[src/rtl/restoring_divider_if.sv]
// Start/done handshake and operand/result bundle between the control unit
// (master) and the iterative restoring divider (slave).
interface restoring_divider_if #(
    parameter int N = 8
);
    logic         start;
    logic [N-1:0] dividend;
    logic [N-1:0] divisor;
    logic         busy;
    logic         done;
    logic [N-1:0] quotient;
    logic [N-1:0] remainder;
    logic         div_by_zero;

    modport master (
        output start, dividend, divisor,
        input  busy, done, quotient, remainder, div_by_zero
    );

    modport slave (
        input  start, dividend, divisor,
        output busy, done, quotient, remainder, div_by_zero
    );
endinterface

[src/rtl/restoring_divider.sv]
// Iterative N-bit unsigned restoring divider: one trial subtraction per cycle,
// quotient and remainder registered on entry to DONE.
module restoring_divider #(
    parameter int N = 8
) (
    input  logic                clk,
    input  logic                rst_n,
    restoring_divider_if.slave  bus
);
    localparam int CW = $clog2(N + 1);

    typedef enum logic [1:0] {
        IDLE,
        RUN,
        DONE
    } state_e;

    state_e        state_q;
    logic [N-1:0]  d_q;
    logic [N-1:0]  q_q;
    logic [N:0]    r_q;
    logic [CW-1:0] count_q;
    logic [N-1:0]  quotient_q;
    logic [N-1:0]  remainder_q;
    logic          div_by_zero_q;
    logic          busy_q;
    logic          done_q;

    logic [N:0]    rem_shift;
    logic [N+1:0]  trial_sum;
    logic          no_borrow;
    logic [N:0]    r_d;
    logic [N-1:0]  q_d;

    // Trial subtraction R - D as R + ~D + 1; the carry out is the no-borrow flag.
    always_comb begin
        rem_shift = {r_q[N-1:0], q_q[N-1]};
        trial_sum = {1'b0, rem_shift} + {1'b0, ~{1'b0, d_q}} + {{(N+1){1'b0}}, 1'b1};
        no_borrow = trial_sum[N+1];
        r_d       = no_borrow ? trial_sum[N:0] : rem_shift;
        q_d       = {q_q[N-2:0], no_borrow};
    end

    // NOTE: all state uses non-blocking assignments so every register samples
    // pre-edge values; the reset clears every register, including the results.
    always_ff @(posedge clk or negedge rst_n) begin
        if (!rst_n) begin
            state_q       <= IDLE;
            d_q           <= '0;
            q_q           <= '0;
            r_q           <= '0;
            count_q       <= '0;
            quotient_q    <= '0;
            remainder_q   <= '0;
            div_by_zero_q <= 1'b0;
            busy_q        <= 1'b0;
            done_q        <= 1'b0;
        end else begin
            unique case (state_q)
                IDLE: begin
                    done_q <= 1'b0;
                    if (bus.start) begin
                        if (bus.divisor == '0) begin
                            quotient_q    <= '1;
                            remainder_q   <= bus.dividend;
                            div_by_zero_q <= 1'b1;
                            done_q        <= 1'b1;
                            state_q       <= DONE;
                        end else begin
                            d_q           <= bus.divisor;
                            q_q           <= bus.dividend;
                            r_q           <= '0;
                            count_q       <= CW'(N);
                            div_by_zero_q <= 1'b0;
                            busy_q        <= 1'b1;
                            state_q       <= RUN;
                        end
                    end
                end
                RUN: begin
                    q_q     <= q_d;
                    r_q     <= r_d;
                    count_q <= count_q - CW'(1);
                    if (count_q == CW'(1)) begin
                        quotient_q  <= q_d;
                        remainder_q <= r_d[N-1:0];
                        busy_q      <= 1'b0;
                        done_q      <= 1'b1;
                        state_q     <= DONE;
                    end
                end
                DONE: begin
                    done_q  <= 1'b0;
                    state_q <= IDLE;
                end
                default: begin
                    busy_q  <= 1'b0;
                    done_q  <= 1'b0;
                    state_q <= IDLE;
                end
            endcase
        end
    end

    assign bus.busy        = busy_q;
    assign bus.done        = done_q;
    assign bus.quotient    = quotient_q;
    assign bus.remainder   = remainder_q;
    assign bus.div_by_zero = div_by_zero_q;
endmodule

[src/flat_wrapper.sv]
// flat-port wrapper written by rule: the top's interface ports become plain ports
module restoring_divider_flat 
#(
    parameter int N = 8
)
  (clk, rst_n, bus_start, bus_dividend, bus_divisor, bus_busy, bus_done, bus_quotient, bus_remainder, bus_div_by_zero);
  restoring_divider_if #(.N(N)) bus_i ();
  input  logic clk;
  input  logic rst_n;
  input wire logic [$bits(bus_i.start)-1:0] bus_start;
  input wire logic [$bits(bus_i.dividend)-1:0] bus_dividend;
  input wire logic [$bits(bus_i.divisor)-1:0] bus_divisor;
  output wire logic [$bits(bus_i.busy)-1:0] bus_busy;
  output wire logic [$bits(bus_i.done)-1:0] bus_done;
  output wire logic [$bits(bus_i.quotient)-1:0] bus_quotient;
  output wire logic [$bits(bus_i.remainder)-1:0] bus_remainder;
  output wire logic [$bits(bus_i.div_by_zero)-1:0] bus_div_by_zero;
  assign bus_i.start = bus_start;
  assign bus_i.dividend = bus_dividend;
  assign bus_i.divisor = bus_divisor;
  assign bus_busy = bus_i.busy;
  assign bus_done = bus_i.done;
  assign bus_quotient = bus_i.quotient;
  assign bus_remainder = bus_i.remainder;
  assign bus_div_by_zero = bus_i.div_by_zero;
  restoring_divider #(.N(N)) u_core (.clk(clk), .rst_n(rst_n), .bus(bus_i));
endmodule
[config.mk]
export PLATFORM = sky130hd
export DESIGN_NAME = restoring_divider_flat
export DESIGN_NICKNAME = d
export VERILOG_FILES = /design/src/rtl/restoring_divider_if.sv /design/src/rtl/restoring_divider.sv /design/src/flat_wrapper.sv
export SDC_FILE = /design/constraint.sdc
export NUM_CORES = 1
export LEC_CHECK = 0
export ABC_AREA = 1
export ABC_CLOCK_PERIOD_IN_PS = 3200
export BUFFER_PORTS_ARGS = -buffer_cell sky130_fd_sc_hd__buf_2
export CAP_MARGIN = 20
export CELL_PAD_IN_SITES_DETAIL_PLACEMENT = 1
export CELL_PAD_IN_SITES_GLOBAL_PLACEMENT = 1
export CORE_AREA = 2 2 62 107
export DETAILED_ROUTE_END_ITERATION = 7
export DIE_AREA = 0 0 64 109
export PLACE_DENSITY_LB_ADDON = 0.1
export SYNTH_ARGS = -nofsm -noshare
export SYNTH_HDL_FRONTEND = slang
export SYNTH_SLANG_ARGS = --single-unit
[constraint.sdc]
create_clock -name clk -period 3.2 [get_ports clk]
set_input_delay 0.32 -clock clk [delete_from_list [all_inputs] [get_ports clk]]
set_output_delay 0.32 -clock clk [all_outputs]
set_load 0.02 [all_outputs]
# Yosys cells after proc, flatten, opt, wreduce, memory -nomap -nowiden
# Cells that the tools add are included.
dict set report word_totals {
  elab_cells 62
  register_bits 49
  in_bits 19
  output_inout_bits 19
}
dict set report classes {
  reduce_logical 9
  n_mux 30
  add_sub_neg 3
  bitwise 3
  n_eq_ne 7
}
# cell n
set op_table {}
lappend op_table {{two-way mux 8 bit} 11}
lappend op_table {{one-hot mux 8 bit (2 select lines)} 4}
lappend op_table {{adder 10 x 1 -> 10 bit, second input constant} 1}
lappend op_table {{adder 9 x 9 -> 10 bit} 1}
lappend op_table {{inverter 8 -> 9 bit} 1}
lappend op_table {{zero test 8 bit} 1}
lappend op_table {{two-way mux 4 bit} 2}
lappend op_table {{one-hot mux 4 bit (2 select lines)} 1}
lappend op_table {{AND reduction 4 bit} 2}
lappend op_table {{two-way mux 1 bit} 6}
lappend op_table {{two-way mux 2 bit} 3}
lappend op_table {{AND reduction 3 bit} 2}
lappend op_table {{equality test 4 x 1 -> 1 bit, second input constant} 1}
lappend op_table {{!= test 2 x 1 -> 1 bit, second input constant} 2}
lappend op_table {{!= test 2 bit, second input constant} 2}
lappend op_table {{one-hot mux 2 bit (2 select lines)} 1}
lappend op_table {{AND reduction 2 bit} 2}
lappend op_table {{subtractor 4 x 1 -> 4 bit, second input constant} 1}
lappend op_table {{one-hot mux 1 bit (3 select lines)} 1}
lappend op_table {{equality test 2 x 1 -> 1 bit, second input constant} 1}
lappend op_table {{equality test 2 bit, second input constant} 1}
lappend op_table {{zero test 2 bit} 1}
lappend op_table {{inverter 1 bit} 2}
lappend op_table {{one-hot mux 1 bit (2 select lines)} 1}
lappend op_table {{nonzero test 2 bit} 1}

# Longest topological paths before layout
# Gate-level depths: netlist of run 1.
dict set report depth {
  depth_word 6
  mapped_depth 13
  ltp_nobuf 13
}

# Worst setup path before layout of run 1
# OpenSTA, ideal clock, no wires.
dict set report synth_path {
  kind {register to register}
  startpoint {register u_core.r_q[1]}
  endpoint {register u_core.remainder_q[0] (netlist: u_core.bus.remainder[0])}
  synth_period_minus_slack_ns 1.740
  setup_slack_ns 1.460
  arrival_ns 1.627
  required_time_ns 3.087
  setup_time_ns 0.113
  n_path_buf 0
  path_stages_with_launch 11
  path_cell_list {dfrtp_1 ha_1 or2_1 nand3_1 nand2_1 nand2_2 nand2_2 nand3b_1 nand3_1 nand2_1 inv_1}
}
dict set report synth_via {
  elab_chain_cells 5
}
# item line_no
set synth_lines {}
lappend synth_lines {{start: declaration} restoring_divider.sv:21} ;# logic [N:0] r_q;
lappend synth_lines {{start signal: assignment} restoring_divider.sv:82} ;# r_q <= r_d;
lappend synth_lines {{adder 9 x 9 -> 10 bit} restoring_divider.sv:38} ;# trial_sum = {1'b0, rem_shift} + {1'b0, ~{1'b0, d_q}} + {{(N+1){1'b0}}, 1'b1};
lappend synth_lines {{adder 10 x 1 -> 10 bit} restoring_divider.sv:38}
lappend synth_lines {{two-way mux 8 bit} restoring_divider.sv:40} ;# r_d = no_borrow ? trial_sum[N:0] : rem_shift;
lappend synth_lines {{two-way mux 8 bit} restoring_divider.sv:84} ;# if (count_q == CW'(1)) begin
lappend synth_lines {{one-hot mux 8 bit (2 select lines)} restoring_divider.sv:59} ;# unique case (state_q)
lappend synth_lines {{end signal: assignment} restoring_divider.sv:65} ;# remainder_q <= bus.dividend;
lappend synth_lines {{end signal: assignment} restoring_divider.sv:86} ;# remainder_q <= r_d[N-1:0];
lappend synth_lines {{end: declaration} restoring_divider.sv:24} ;# logic [N-1:0] remainder_q;
# No other way between the ends. The select of a mux whose other input is x is not followed.
# A chain may end at the register's enable or synchronous reset.

# Worst setup path after layout of run 1
dict set report layout_path {
  startpoint {register u_core.state_q[0]}
  endpoint {register u_core.remainder_q[7] (netlist: u_core.bus.remainder[7])}
}
dict set report layout_via {
  elab_chain_cells 3
  word_cells_on_any_way 8
  cone_classes {4 x eq/ne; 1 x mux; 3 x reduce/logical}
}
# item line_no
set layout_lines {}
lappend layout_lines {{start: declaration} restoring_divider.sv:18} ;# state_e state_q;
lappend layout_lines {{start signal: assignment} restoring_divider.sv:48} ;# state_q <= IDLE;
lappend layout_lines {{start signal: assignment} restoring_divider.sv:68} ;# state_q <= DONE;
lappend layout_lines {{start signal: assignment} restoring_divider.sv:76} ;# state_q <= RUN;
lappend layout_lines {{equality test 2 x 1 -> 1 bit or zero test 2 bit (tied branches)} restoring_divider.sv:59}
lappend layout_lines {{!= test 2 x 1 -> 1 bit (no source line) (tied with other cells)} --}
lappend layout_lines {{AND reduction 4 bit (no source line)} --}
# Parallel ways exist; a longest one is shown, timed or not.

==> flow_summary.yaml, run 1 <==
status:
  status: "finished clean"
routing:
  via_per_inst: 4.96
  dr.pass1.iters: 4
  wirelength_um: 6750
  drt_iter0_markers: 69
  wire_per_inst_um: 14.7
  drc: 0
  routed-via-count: 2275
  antenna_left: 0
global_routing:
  grt_antenna_before_repair: 0
  overflow: 0
  grt_pass1_vias: 2430
  grt_max_degree: 30
  grt_pass1_wl_um: 11600
  grt.total_usage: 0.217
clock_network:
  htreeDepth: 2
  clkSinkCount: 49
  cts_tree: "done"
  cts_root_buffer: "clkbuf_8"
  numCtsBuffers: 5
  post_cts.repair.setup_buffers: 0
  cts_hold_buf: 0
  cts_resized: 0
  clock_latency_ns: 0.31
  clk_pin_slew_ns: 0.09
  clk_path_buf_depth: 2
synthesis:
  synth-seq-cells: 49
  synth_area_per_cell_sq_um: 7.76
  synth_nets: 373
  synth_seq_area_share: 0.461
  yosys_warnings: 0
  ys_types: 29
  synth_cells: 343
  netlist_area_sq_um: 2660
die:
  boundaryPins: 38
  die_y_um: 109
  die_w_um: 64
  die-area_sq_um: 6980
  row_count: 38
  core_area_sq_um: 6130
  start_util: 0.434
power:
  total_power_mw: 3.61
  switchingPower_mw: 1.78
  pwr-share-clk: 0.104
  p_sw_frac: 0.494
  power_density_nw_per_um2: 1210
  vdd_drop_max_v: 0.000539
  power_frac_comb: 0.585
  p_leak_nw: 1.63
  seqPwrFrac: 0.310
  p_int_mw: 1.83
layout:
  syn2layout_area_growth_pct: 12.5
  drive_above_1_share: 0.161
  n_fill_cell: 802
  layout.nets: 409
  diodes: 0
  instances_no_fill: 459
setup_path:
  worstPathRequired_ns: 3.42
  crit_path_max_fanout: 29
  cp-start-kind: "flop"
  cp_data_arrival_time_ns: 2.48
  critical_path_class: "flop to flop"
  endpoint_kind: "flop"
timing:
  rsz0062_at_grt: "false"
  fmax_mhz: 441
  slew_headroom: 0.432
  worst_slew_pin_slew_ns: 0.852
  fin_crit_sh: 0.709
  min_period_ns: 2.27
  tns_ns: 0
  hold_violations: 0
  setup_viol: 0
  slew_viol_final: 0
  skew_ns: 0.00413
place:
  place_inst: 452
  dp_hpwl_um: 5210
  portBuffers: 37
  gp_congestion: 0.864
worst_hold_path:
  hp-class: "input port to asynchronous set/reset pin"
job:
  max_cap_violations: 0
area by class of cell:
| cell class | count | area [sq um] | area share |
|---|---|---|---|
| Multi-Input combinational cell | 232 | 1180 | 0.395 |
| Timing Repair Buffer | 40 | 208 | 0.0694 |
| Clock buffer | 7 | 86.3 | 0.0288 |
| Inverter | 51 | 191 | 0.0639 |
| Tap cell | 80 | 100 | 0.0334 |
| Sequential cell | 49 | 1230 | 0.410 |
cells in the mapped netlist, drive strengths merged:
cell type,number,area (sq um)
inv,51,191
nand2,93,357
xnor2,1,8.76
dfrtp,49,1230
ha,10,125
o21a,5,37.5
nand3b,1,7.51
o211ai,1,7.51
nand4,9,56.3
nand3,38,190
a21oi,5,25.0
o21ai,21,109
nor3,2,10.0
a31oi,1,6.26
or2,9,56.3
o22ai,2,12.5
nor2,30,128
buf,11,62.6
fa,1,20.0
xor2,3,26.3
state kept, by name, indices dropped and copies added, names as in the netlist:
register                flops
u_core.q_q                  8
u_core.d_q                  8
u_core.count_q              4
u_core.state_q              2
u_core.bus.div_by_zero      1
u_core.bus.quotient         8
u_core.bus.busy             1
u_core.bus.done             1
u_core.r_q                  8
u_core.bus.remainder        8
layer usage:
layer / GRT usage / up-vias / part of all wire
met1: 0.259 / 1081 / 0.42
met3: 0.0310 / 9 / 0.020
met4: 0.0807 / 0 / 0.023
met2: 0.391 / 27 / 0.54
met5: 0 / - / 0
li1: - / 1158 / -
path summary, 6_finish.rpt:
kind	start	endpoint	slack (ns)	depth (start not counted)
hold / removal	rst_n	u_core.r_q[6]	0.008	1
setup reg to reg	u_core.state_q[0]	u_core.bus.remainder[7]	0.93	11
hold reg to reg	u_core.bus.quotient[6]	u_core.bus.quotient[6]	0.49	2
max in group asynchronous	rst_n	u_core.d_q[4]	2.43	2
setup / recovery	u_core.state_q[0]	u_core.bus.remainder[7]	0.93	11
min in group clk	bus_divisor[0]	u_core.d_q[0]	0.23	3
placed cells by master, fill, tap and decap left out, types with 5 or more instances in the layout:
master | netlist | routed
nand4_1 | 9 | 9
a21oi_1 | 5 | 5
nand3_1 | 38 | 38
buf_2 | 8 | 37
o21a_1 | 5 | 5
inv_2 | 5 | 5
ha_1 | 10 | 10
o21ai_0 | 17 | 17
dfrtp_1 | 49 | 49
inv_1 | 46 | 46
nor2_1 | 26 | 26
clkbuf_8 | 0 | 6
nand2_1 | 90 | 90
or2_0 | 6 | 6
stage by stage:
step           hold slack, ns  setup WS (ns)   util  area [sq um]
6_report              0.00815          0.932  0.488          2990
5_1_grt                0.0544          0.680  0.488          2990
4_1_cts                0.0217          0.887  0.488          2990
3_5_place_dp            0.364          0.918  0.474          2910
3_3_place_gp            0.359          0.999  0.474          2910
2_1_floorplan          0.0244           1.46      -          2660
power groups by stage:
stage	Combinational, mW	Clock (mW)	Sequential, mW
after floorplan	1.48	0	1.23
after global placement	2.09	0	1.12
after detailed placement	2.15	0	1.14
after CTS	2.17	0.392	1.13
after global routing	2.46	0.413	1.16
final	2.11	0.378	1.12
logic make-up after synthesis:
kind of cell / after synthesis / share of synthesized area
compound gates: 35 / 0.0742
xor+xnor: 4 / 0.0132
fa+ha+maj: 11 / 0.0545
buf+inv: 62 / 0.0954
flops: 49 / 0.461
simple gates: 182 / 0.302
worst max-delay path, cell delays in order, from the launching register on:
cell and delay (ns):
dfrtp_1 0.44, inv_2 0.07, nor2_2 0.08, buf_4 0.29, nand2_1 0.14, nand2_1 0.07, nor2_1 0.04, o21ai_2 0.32
inv_2 0.25, or2_2 0.34, nand2_1 0.07, inv_1 0.04
Power figures use the tool's default switching activity.
==> inputs of run 2 (changes only) <==
--- a/config.mk
+++ b/config.mk
@@ -6,14 +6,14 @@
 export NUM_CORES = 1
 export LEC_CHECK = 0
 export ABC_AREA = 1
-export ABC_CLOCK_PERIOD_IN_PS = 3200
+export ABC_CLOCK_PERIOD_IN_PS = 2350
 export BUFFER_PORTS_ARGS = -buffer_cell sky130_fd_sc_hd__buf_2
 export CAP_MARGIN = 20
 export CELL_PAD_IN_SITES_DETAIL_PLACEMENT = 1
 export CELL_PAD_IN_SITES_GLOBAL_PLACEMENT = 1
-export CORE_AREA = 2 2 62 107
+export CORE_AREA = 2 2 64 111
 export DETAILED_ROUTE_END_ITERATION = 7
-export DIE_AREA = 0 0 64 109
+export DIE_AREA = 0 0 66 113
 export PLACE_DENSITY_LB_ADDON = 0.1
 export SYNTH_ARGS = -nofsm -noshare
 export SYNTH_HDL_FRONTEND = slang
==> constraint.sdc (replaced) <==
create_clock -name clk -period 2.35 [get_ports clk]
set_input_delay 0.235 -clock clk [delete_from_list [all_inputs] [get_ports clk]]
set_output_delay 0.235 -clock clk [all_outputs]
set_load 0.02 [all_outputs]
==> run 2 against run 1 <==
Compared with the run above:
- hold slack gained 0.035 ns
- die area up 6.9%
- clock power up 86%
- maximum frequency is 6.9% higher
- power up 44%
- final cell count grew 1.1%
- sequential share of layout area shrank 0.94 points
- sequential cell count unchanged
- setup slack got worse by 0.70 ns
- count of clock-buffer cells in the layout decreased by 1
- cell area grew 2.3%
- utilization down 2.0 points
- largest power group unchanged
==> flow_summary.yaml, run 2 (synthesized netlist as in run 1, its figures left out) <==
clock_network:
  cts_tree: "done"
  clkSinkCount: 49
  numCtsBuffers: 5
  clk_pin_slew_ns: 0.06
  clock_latency_ns: 0.29
  cts_root_buffer: "clkbuf_16"
  cts_resized: 0
  cts_hold_buf: 0
  clk_path_buf_depth: 2
  post_cts.repair.setup_buffers: 0
  htreeDepth: 2
layout:
  final_common_cell: "nand2_1"
  n_fill_cell: 843
  syn2layout_area_growth_pct: 15.1
  final_cell_mix: "90 x nand2_1, 49 x dfrtp_1, 46 x inv_1"
  layout.nets: 411
  drive_above_1_share: 0.168
  diodes: 0
timing:
  fmax_mhz: 471
  worst_slack_ns: 0.228
  tns_ns: 0
  setup_viol: 0
  rsz0062_at_grt: "false"
  fin_crit_sh: 0.903
  skew_ns: 0.00270
  worst_slew_pin_slew_ns: 0.662
  slew_headroom: 0.559
  slew_viol_final: 0
  hold_violations: 0
  min_period_ns: 2.12
setup_path:
  cp-start-kind: "flop"
  endpoint_kind: "flop"
  slowest_stage: "dfrtp_1"
  crit_chain: "inv_1 -> ha_1 -> or2_1 -> nand3_1 -> nand2_1 -> nand2_2 -> nand2_2 -> nand3_1 -> nand3_1 -> nand2_1 -> inv_1"
  crit_top_cell: "nand3_1"
  worstPathRequired_ns: 2.54
  critical_path_class: "flop to flop"
  cp_data_arrival_time_ns: 2.31
  slowest_delay_ns: 0.36
  crit_path_max_fanout: 10
power:
  vdd_drop_max_v: 0.000698
  p_int_mw: 2.68
  p_leak_nw: 1.66
  seqPwrFrac: 0.295
  power_frac_comb: 0.570
  power_density_nw_per_um2: 1690
  p_sw_frac: 0.483
  switchingPower_mw: 2.50
  pwr-share-clk: 0.135
global_routing:
  grt_pass1_wl_um: 11700
  overflow: 0
  grt_pass1_vias: 2500
  grt.total_usage: 0.204
  grt_max_degree: 50
  grt_antenna_before_repair: 0
die:
  core_area_sq_um: 6540
  die-area_sq_um: 7460
  die_w_um: 66
  row_count: 39
  boundaryPins: 38
  die_y_um: 113
  start_util: 0.407
worst_hold_path:
  hp-class: "input port to asynchronous set/reset pin"
routing:
  via_per_inst: 5.09
  dr.pass1.iters: 4
  drc: 0
  wirelength_um: 6930
  wire_per_inst_um: 14.9
  routed-via-count: 2364
  antenna_left: 0
  drt_iter0_markers: 76
place:
  gp_congestion: 0.855
  portBuffers: 37
  dp_hpwl_um: 5170
  pre_cts_slack_ns: 0.293
status:
  status: "finished clean"
job:
  max_cap_violations: 0
-- run 2: cell count changes in the layout (fill, tap and decap cells not counted) --
cell       delta
clkbuf_8      -6
clkbuf_16     +5
buf_4         +2
clkinv_2      +2
-- run 2: layer usage --
metal  track usage  part of all wire  vias up
met4        0.0762             0.025        0
met3        0.0308             0.019       10
met5             0                 0        -
met1         0.227              0.41     1167
met2         0.378              0.55       28
li1              -                 -     1159
-- run 2: area by class of cell --
type	instances	area (sq um)	share of cell area
Clock inverter	2	10.0	0.00327
Clock buffer	6	129	0.0421
Timing Repair Buffer	42	223	0.0727
Multi-Input combinational cell	232	1180	0.386
Sequential cell	49	1230	0.400
Tap cell	82	103	0.0335
Inverter	51	191	0.0625
-- run 2: power by group through the flow --
| stage | sequential [mW] | combinational, mW | clock, mW |
|---|---|---|---|
| floorplan | 1.68 | 2.02 | 0 |
| global placement | 1.53 | 2.90 | 0 |
| detailed placement | 1.55 | 2.98 | 0 |
| CTS | 1.54 | 3.02 | 0.727 |
| global route | 1.58 | 3.37 | 0.752 |
| finish | 1.53 | 2.96 | 0.702 |
-- run 2: final timing paths --
path	start	to	slack [ns]	cells past startpoint
worst max-delay path	u_core.d_q[2]	u_core.bus.remainder[4]	0.23	11
worst min-delay path	rst_n	u_core.r_q[5]	0.04	2
worst max register to register	u_core.d_q[2]	u_core.bus.remainder[4]	0.23	11
worst min register to register	u_core.bus.quotient[6]	u_core.bus.quotient[6]	0.48	2
max in group asynchronous	rst_n	u_core.d_q[6]	1.86	2
min in group clk	bus_divisor[3]	u_core.d_q[3]	0.18	3
-- run 2: critical path: cells and delay by family, from the launching register on --
family                   cells  cell delay (ns)
buffers and inverters        2             0.15
AND/OR/NAND/NOR              8             1.20
flip-flops                   1             0.36
adder cells (fa/ha/maj)      1             0.30
-- run 2: per-stage QoR --
step / cells / instance area [sq um] / hold WS (ns) / util / total power [mW]
floorplan: 343 / 2660 / -0.0606 / - / 3.70
global placement: 456 / 2930 / 0.395 / 0.447 / 4.44
detailed placement: 456 / 2930 / 0.399 / 0.447 / 4.53
CTS: 464 / 3060 / 0.0879 / 0.469 / 5.28
global route: 464 / 3060 / 0.130 / 0.469 / 5.70
finish: 464 / 3060 / 0.0431 / 0.469 / 5.19
